[src/rtl/top_mux_ctrl.sv]
// Command sequencer: accepts one memory/ALU command at a time, strobes the addressed unit,
// waits out its latency, then steers the output mux and holds a valid/ready response.
module top_mux_ctrl #(
    parameter int unsigned ADDR_W  = 8,
    parameter int unsigned DATA_W  = 20,
    parameter int unsigned OP_W    = 4,
    parameter int unsigned MEM_LAT = 2,
    parameter int unsigned ALU_LAT = 1
) (
    input  logic              i_clk,
    input  logic              i_rst,
    input  logic              i_cmd_valid,
    output logic              o_cmd_ready,
    input  logic [1:0]        i_cmd_type,
    input  logic [ADDR_W-1:0] i_cmd_addr,
    input  logic [DATA_W-1:0] i_cmd_wdata,
    input  logic [OP_W-1:0]   i_cmd_op,
    output logic              o_mem_en,
    output logic              o_mem_wr,
    output logic [ADDR_W-1:0] o_mem_addr,
    output logic [DATA_W-1:0] o_mem_wdata,
    output logic              o_alu_en,
    output logic [OP_W-1:0]   o_alu_op,
    output logic              o_sel,
    output logic              o_out_valid,
    input  logic              i_out_ready,
    output logic              o_out_err,
    output logic              o_busy
);

    localparam int unsigned MAX_LAT = (MEM_LAT > ALU_LAT) ? MEM_LAT : ALU_LAT;
    localparam int unsigned CNT_W   = $clog2(MAX_LAT + 1);
    localparam logic [CNT_W-1:0] MEM_LOAD = CNT_W'(MEM_LAT - 1);
    localparam logic [CNT_W-1:0] ALU_LOAD = CNT_W'(ALU_LAT - 1);

    localparam logic [1:0] TYPE_RD  = 2'd0;
    localparam logic [1:0] TYPE_WR  = 2'd1;
    localparam logic [1:0] TYPE_ALU = 2'd2;
    localparam logic [1:0] TYPE_RSV = 2'd3;

    typedef enum logic [1:0] {StIdle, StIssue, StWait, StResp} state_t;

    state_t            r_state;
    state_t            w_state_nxt;
    logic [1:0]        r_type;
    logic [CNT_W-1:0]  r_cnt;
    logic [CNT_W-1:0]  w_cnt_nxt;
    logic [ADDR_W-1:0] r_mem_addr;
    logic [DATA_W-1:0] r_mem_wdata;
    logic [OP_W-1:0]   r_alu_op;
    logic              r_sel;
    logic              r_err;
    logic              w_accept;

    assign o_cmd_ready = (r_state == StIdle) && !i_rst;
    assign w_accept    = i_cmd_valid && o_cmd_ready;

    always_comb begin
        w_state_nxt = r_state;
        w_cnt_nxt   = r_cnt;
        unique case (r_state)
            StIdle: begin
                if (w_accept) begin
                    w_state_nxt = (i_cmd_type == TYPE_RSV) ? StResp : StIssue;
                end
            end
            StIssue: begin
                if (r_type == TYPE_RD) begin
                    w_cnt_nxt   = MEM_LOAD;
                    w_state_nxt = (MEM_LAT == 1) ? StResp : StWait;
                end else if (r_type == TYPE_ALU) begin
                    w_cnt_nxt   = ALU_LOAD;
                    w_state_nxt = (ALU_LAT == 1) ? StResp : StWait;
                end else begin
                    w_state_nxt = StIdle;
                end
            end
            StWait: begin
                w_cnt_nxt = r_cnt - 1'b1;
                // Counter at 1 means the unit's data lands next cycle.
                if (r_cnt <= CNT_W'(1)) begin
                    w_state_nxt = StResp;
                end
            end
            StResp: begin
                if (i_out_ready) begin
                    w_state_nxt = StIdle;
                end
            end
            default: w_state_nxt = StIdle;
        endcase
    end

    always_ff @(posedge i_clk or posedge i_rst) begin
        if (i_rst) begin
            r_state     <= StIdle;
            r_type      <= TYPE_RD;
            r_cnt       <= '0;
            r_mem_addr  <= '0;
            r_mem_wdata <= '0;
            r_alu_op    <= '0;
            r_sel       <= 1'b0;
            r_err       <= 1'b0;
        end else begin
            r_state <= w_state_nxt;
            r_cnt   <= w_cnt_nxt;
            if (w_accept) begin
                r_type <= i_cmd_type;
                r_err  <= (i_cmd_type == TYPE_RSV);
                if (i_cmd_type != TYPE_WR) begin
                    r_sel <= (i_cmd_type == TYPE_ALU);
                end
                if (i_cmd_type == TYPE_RD || i_cmd_type == TYPE_WR) begin
                    r_mem_addr <= i_cmd_addr;
                end
                if (i_cmd_type == TYPE_WR) begin
                    r_mem_wdata <= i_cmd_wdata;
                end
                if (i_cmd_type == TYPE_ALU) begin
                    r_alu_op <= i_cmd_op;
                end
            end
        end
    end

    assign o_mem_en    = (r_state == StIssue) && (r_type == TYPE_RD || r_type == TYPE_WR);
    assign o_mem_wr    = (r_state == StIssue) && (r_type == TYPE_WR);
    assign o_alu_en    = (r_state == StIssue) && (r_type == TYPE_ALU);
    assign o_mem_addr  = r_mem_addr;
    assign o_mem_wdata = r_mem_wdata;
    assign o_alu_op    = r_alu_op;
    assign o_sel       = r_sel;
    assign o_out_valid = (r_state == StResp);
    assign o_out_err   = (r_state == StResp) && r_err;
    assign o_busy      = (r_state != StIdle);

endmodule

[config.mk]
export PLATFORM = sky130hd
export DESIGN_NAME = top_mux_ctrl
export DESIGN_NICKNAME = d
export VERILOG_FILES = /design/src/rtl/top_mux_ctrl.sv
export SDC_FILE = /design/constraint.sdc
export NUM_CORES = 1
export LEC_CHECK = 0
export ABC_AREA = 1
export ABC_CLOCK_PERIOD_IN_PS = 2900
export BUFFER_PORTS_ARGS = -buffer_cell sky130_fd_sc_hd__buf_4
export CAP_MARGIN = 20
export CORE_AREA = 2 2 64 66
export CTS_BUF_LIST = sky130_fd_sc_hd__clkbuf_16
export CTS_CLUSTER_DIAMETER = 120
export DETAILED_ROUTE_END_ITERATION = 10
export DIE_AREA = 0 0 66 68
export PLACE_DENSITY = 0.82
export SYNTH_ARGS = -nofsm -noshare
export SYNTH_HDL_FRONTEND = slang
export SYNTH_SLANG_ARGS = --single-unit
[constraint.sdc]
create_clock -name i_clk -period 2.9 [get_ports i_clk]
set_input_delay 0.58 -clock i_clk [delete_from_list [all_inputs] [get_ports i_clk]]
set_output_delay 0.58 -clock i_clk [all_outputs]
set_load 0.02 [all_outputs]
==> metrics.cfg, run 1 <==
[run_status]
outcome = finished clean

[placed_design]
place.port_buffers = 77
place.gp.congestion = 0.819
dp_cells = 344
hpwl_um = 3030
placed_cell_area_sq_um = 2460

[yosys]
synth-compound-area-share_pct = 8.92
postSynthCellCount = 223
synth_area_sq_um = 1880
synth_mux_area_share_pct = 0
avgSynthCellArea_sq_um = 8.43
ys_seq_area_share_pct = 53.2
yosysWarnings = 0
synth-simple-area-share_pct = 26.3
synth_xor_area_share_pct = 0
ys_ff_latch = 40
yosys.cell_types.count = 19
syn-num-nets = 267
synth_top_family_by_area = simple AND/OR/NAND/NOR gates
synthAdderAreaFrac_pct = 3.99

[floorplanning]
die_w_um = 66
core_sq_um = 3860
dieArea_sq_um = 4490
ios = 78
start_util_pct = 48.8
die_y_um = 68
rows = 23

[clock_tree]
clockBufferDepth = 2
cts_num_sinks = 40
cts_resized = 0
htree_levels = 2
clk-insertion-delay-late_ns = 0.28
cts-root-buf = clkbuf_16
tritoncts = built
numCtsBuffers = 5
cts_hold_buffers = 0
postCtsSetupBuffers = 0
clkTransAtPathRegs_ns = 0.05

[critical_path]
worstReg2RegEnd = o_mem_wdata[0]$_DFFE_PP0P_
worstPathRequired_ns = 2.32
slowest_stage = dfrtp_1
endpoint_kind = output port
r2r_cells = 8
crit_top_cell = inv_1
slowest_delay_ns = 0.42
cp-start-kind = flip-flop
startpoint = r_state[1]$_DFFE_PP0P_
critPathMaxFanout = 5
reg2reg_slack_ns = 1.05
r2r-start = r_state[0]$_DFFE_PP0P_
critical_path_arrival_ns = 1.44
crit_chain = inv_1 -> ha_1 -> inv_1 -> nor3_1 -> buf_4
critPathKind = reg2out

[route]
via_per_inst = 4.67
drt_iter0_drc = 69
drc_errors = 0
routed_wl_um = 4210
wire_per_inst_um = 12.0
first_pass_iters = 4
antenna_left = 0
vias = 1643

[sta]
period_needed_ns = 2.02
hold_violations = 0
clock-skew-final_ns = 0.00288
setup_viol_count_final = 0
fmax_mhz = 494
relSlewSlack_pct = 67.1
fin_crit_sh_pct = 69.7
tns_ns = 0
grt_setup_unrepaired = no
worst_slew_pin_slew_ns = 0.494
drv_slew = 0

[global_route]
grt_max_degree = 41
antenna_found_initial = 0
grt_usage_pct = 20.1
overflow = 0
grt_pass1_wl_um = 6860
grt_pass1_vias = 1584

[final_layout]
syn_to_final_growth_pct = 38.2
final_common_cell = nand2_1
antennaDiodeCount = 0
stdcell_count = 352
mostFrequentLayoutCells = nand2_1, buf_4, dfrtp_1, o21ai_0, inv_1
nets = 345
post-route-util_pct = 67.4
multi_input_area_sq_um = 738
seq_area_sq_um = 1000
fillers = 341
drive_gt1_share_pct = 30.1
fin_area_sq_um = 2600

[power]
power_density_nw_per_um2 = 1050
vdd_drop_max_mv = 0.511
leakagePower_nw = 1.47

[worst_hold_path]
hold_class = in2async

[job]
maxCapViolCount = 0

## cells by family after synthesis
family | Yosys count
buf+inv | 27
fa+ha+maj | 6
simple gates | 117
flops | 40
compound gates | 33
## Yosys cell counts (all sizes together)
master	count	area share [%]
nand2	101	21
dfrtp	40	53
o21ai	29	7.7
inv	20	4.0
nor2	11	4.3
buf	7	3.5
ha	6	4.0
a21oi	3	0.80
nand3	3	0.80
a21boi	1	0.40
nand4	1	0.33
nor3	1	0.27
## per-stage QoR
step	power (mW)	hold slack (ns)	setup WS (ns)
after floorplan	1.69	0.453	1.00
after global placement	2.18	0.455	1.15
after detailed placement	2.22	0.462	1.06
after CTS	2.74	0.475	0.878
after global routing	2.92	0.502	0.828
final	2.72	0.469	0.877
## flip-flops by register name (all words and copies together) (netlist names)
register     cells
o_alu_op         4
o_mem_addr       8
o_mem_wdata     20
o_sel            1
r_cnt            2
r_err            1
r_state          2
r_type           2
## routing by layer
metal  wire length, um  track usage (%)
met1              1720             23.5
met2              2130             35.4
met3               303             6.09
met4                58             7.40
met5                 0                0
## worst max-delay path, delay by kind of cell, from the launching register on
kind                       cells  cell delay, ns
DFF                            1            0.42
and+or+nand+nor                1            0.14
adders and majority gates      1            0.24
buffers and inverters          3            0.37
## power by group
group	switching, mW	internal [mW]
combinational	0.739	0.507
sequential	0.160	0.805
clock	0.196	0.309
total	1.09	1.62
## layout make-up
| cell class | count | share of cell area, % |
|---|---|---|
| sequential | 40 | 38.5 |
| tap | 50 | 2.41 |
| inverter | 20 | 2.89 |
| clock inverter | 3 | 0.433 |
| multi-input combinational | 156 | 28.4 |
| timing repair buffer | 78 | 22.5 |
| clock buffer | 5 | 4.81 |
## how the worst max path moves through the flow
stage | endpoint | slack (ns) | cells past startpoint
after global placement | o_mem_wdata[0]$_DFFE_PP0P_ | 1.15 | 8
after detailed placement | o_mem_wdata[0]$_DFFE_PP0P_ | 1.06 | 8
after global routing | o_mem_wr | 0.83 | 5
after floorplan | r_state[0]$_DFFE_PP0P_ | 1.00 | 5
after CTS | o_mem_wr | 0.88 | 5
final | o_mem_wr | 0.88 | 5
Note: power is estimated with default switching activity, not from simulation.
==> run 2, diff against run 1 <==
==> config.mk (replaced) <==
export PLATFORM = sky130hd
export DESIGN_NAME = top_mux_ctrl
export DESIGN_NICKNAME = d
export VERILOG_FILES = /design/src/rtl/top_mux_ctrl.sv
export SDC_FILE = /design/constraint.sdc
export NUM_CORES = 1
export LEC_CHECK = 0
export ABC_AREA = 1
export ABC_CLOCK_PERIOD_IN_PS = 1650
export BUFFER_PORTS_ARGS = -buffer_cell sky130_fd_sc_hd__buf_4
export CAP_MARGIN = 20
export CORE_AREA = 2 2 70 72
export CTS_BUF_LIST = sky130_fd_sc_hd__clkbuf_16
export CTS_CLUSTER_DIAMETER = 120
export DETAILED_ROUTE_END_ITERATION = 10
export DIE_AREA = 0 0 72 74
export PLACE_DENSITY = 0.73
export SYNTH_ARGS = -nofsm -noshare
export SYNTH_HDL_FRONTEND = slang
export SYNTH_SLANG_ARGS = --single-unit
==> constraint.sdc (replaced) <==
create_clock -name i_clk -period 1.65 [get_ports i_clk]
set_input_delay 0.33 -clock i_clk [delete_from_list [all_inputs] [get_ports i_clk]]
set_output_delay 0.33 -clock i_clk [all_outputs]
set_load 0.02 [all_outputs]
==> metrics.cfg, run 2 (same netlist as run 1, synthesis figures left out) <==
[global_route]
grt_max_degree = 41  ; unchanged
grt_usage_pct = 17.1  ; was 20.1%
grt_pass1_wl_um = 7010  ; was 6860 um
overflow = 0  ; unchanged
grt_pass1_vias = 1628  ; was 1584
antenna_found_initial = 0  ; unchanged

[route]
first_pass_iters = 6  ; was 4
via_per_inst = 4.66  ; was 4.67
antenna_left = 0  ; unchanged
drt_iter0_drc = 71  ; was 69
drc_errors = 0  ; unchanged
vias = 1676  ; was 1643
wire_per_inst_um = 12.0  ; about the same
routed_wl_um = 4300  ; was 4210 um

[final_layout]
post-route-util_pct = 58.9  ; was 67.4%
drive_gt1_share_pct = 34.3  ; was 30.1%
fin_area_sq_um = 2710  ; was 2600 sq um
largest_register_ffs = 20  ; unchanged
final_common_cell = nand2_1  ; unchanged
syn_to_final_growth_pct = 44.0  ; was 38.2%
mostFrequentLayoutCells = nand2_1, buf_4, dfrtp_1, o21ai_0, inv_1  ; unchanged
antennaDiodeCount = 0  ; unchanged
nets = 350  ; was 345

[sta]
tns_ns = 0  ; unchanged
drv_slew = 0  ; unchanged
fin_crit_sh_pct = 98.4
period_needed_ns = 1.62
hold_violations = 0  ; unchanged
worst_slew_pin_slew_ns = 0.501  ; was 0.494 ns
clock-skew-final_ns = 0.00268  ; was 0.00288 ns
fmax_mhz = 616
relSlewSlack_pct = 66.6  ; was 67.1%
setup_viol_count_final = 0  ; unchanged
grt_setup_unrepaired = yes  ; was no
layout_setup_ws_ns = 0.0269  ; was 0.877 ns

[clock_tree]
clk-insertion-delay-late_ns = 0.27  ; was 0.28 ns
numCtsBuffers = 5  ; unchanged
clkTransAtPathRegs_ns = 0.05  ; about the same
cts_num_sinks = 40  ; unchanged
cts-root-buf = clkbuf_16  ; unchanged
clockBufferDepth = 2  ; unchanged
tritoncts = built  ; unchanged
htree_levels = 2  ; unchanged

[power]
power_density_nw_per_um2 = 1820  ; was 1050 nW/um^2
leakagePower_nw = 1.50  ; was 1.47 nW
vdd_drop_max_mv = 0.929  ; was 0.511 mV
total_power_mw = 4.93  ; was 2.72 mW

[placed_design]
pre_cts_slack_ns = 0.0781  ; was 1.06 ns
hpwl_um = 3140  ; was 3030 um
place.port_buffers = 77  ; unchanged
place.gp.congestion = 0.864  ; was 0.819
placed_cell_area_sq_um = 2520  ; was 2460 sq um

[critical_path]
critPathKind = reg2out  ; unchanged
worstPathRequired_ns = 1.32  ; was 2.32 ns
critPathMaxFanout = 4  ; was 5
cp-start-kind = flip-flop  ; unchanged
critical_path_arrival_ns = 1.29  ; was 1.44 ns
endpoint_kind = output port  ; unchanged

[run_status]
outcome = finished clean  ; unchanged

[floorplanning]
core_sq_um = 4600  ; was 3860 sq um
dieArea_sq_um = 5330  ; was 4490 sq um
die_y_um = 74  ; was 68 um
ios = 78  ; unchanged
rows = 25  ; was 23
die_w_um = 72  ; was 66 um
start_util_pct = 40.9  ; was 48.8%

[worst_hold_path]
hold_class = in2async  ; unchanged

[job]
maxCapViolCount = 0  ; unchanged

==> run 2: cell type report <==
cell class              instances  area (sq um)
multi-input cells             156           776
clock buffers                   5           125
inverters                      20          75.1
repair buffers                 83           656
fillers                       430          1890
clock inverters                 2          8.76
flip-flops and latches         40          1000
well taps                      54          67.6
==> run 2: report_power, final <==
part	internal, mW	switching [mW]	total, mW
Combinational	0.998	1.37	2.37
Sequential	1.42	0.269	1.69
Clock	0.542	0.338	0.880
Total	2.96	1.98	4.93
==> run 2: what timing repair did <==
action	CTS	global route
setup buffers	1	0
setup endpoints to repair	3	29
hold buffers	0	0
gates resized for setup	2	11
pin swaps	0	1
==> run 2: layer usage <==
| layer | global-route usage, % | up-vias | wire, um |
|---|---|---|---|
| li1 | - | 859 | - |
| met1 | 19.9 | 755 | 1810 |
| met2 | 29.4 | 58 | 2130 |
| met3 | 6.50 | 4 | 333 |
| met4 | 5.24 | 0 | 25 |
| met5 | 0 | - | 0 |
==> run 2: final timing paths <==
kind,startpoint,endpoint,slack [ns],depth (start not counted)
max in group asynchronous,i_rst,o_mem_wdata[9]$_DFFE_PP0P_,1.08,3
setup reg to reg,r_state[0]$_DFFE_PP0P_,o_mem_wdata[14]$_DFFE_PP0P_,0.12,8
min in group i_clk,i_cmd_addr[7],o_mem_addr[7]$_DFFE_PP0P_,0.25,3
setup / recovery,r_state[1]$_DFFE_PP0P_,o_alu_en,0.03,5
hold reg to reg,o_mem_addr[0]$_DFFE_PP0P_,o_mem_addr[0]$_DFFE_PP0P_,0.47,2
hold / removal,i_rst,r_state[0]$_DFFE_PP0P_,0.22,3
==> run 2: critical path, cell delays in order (launching register included) <==
cell	delay, ns
dfrtp_1	0.40
inv_2	0.11
ha_4	0.16
nand2_2	0.06
nor2_1	0.13
buf_4	0.15
==> run 2: metrics by stage <==
stage / std cells / hold WS (ns)
finish: 360 / 0.219
global route: 360 / 0.248
CTS: 360 / 0.229
detailed placement: 352 / 0.462
global placement: 352 / 0.461
floorplan: 223 / 0.447
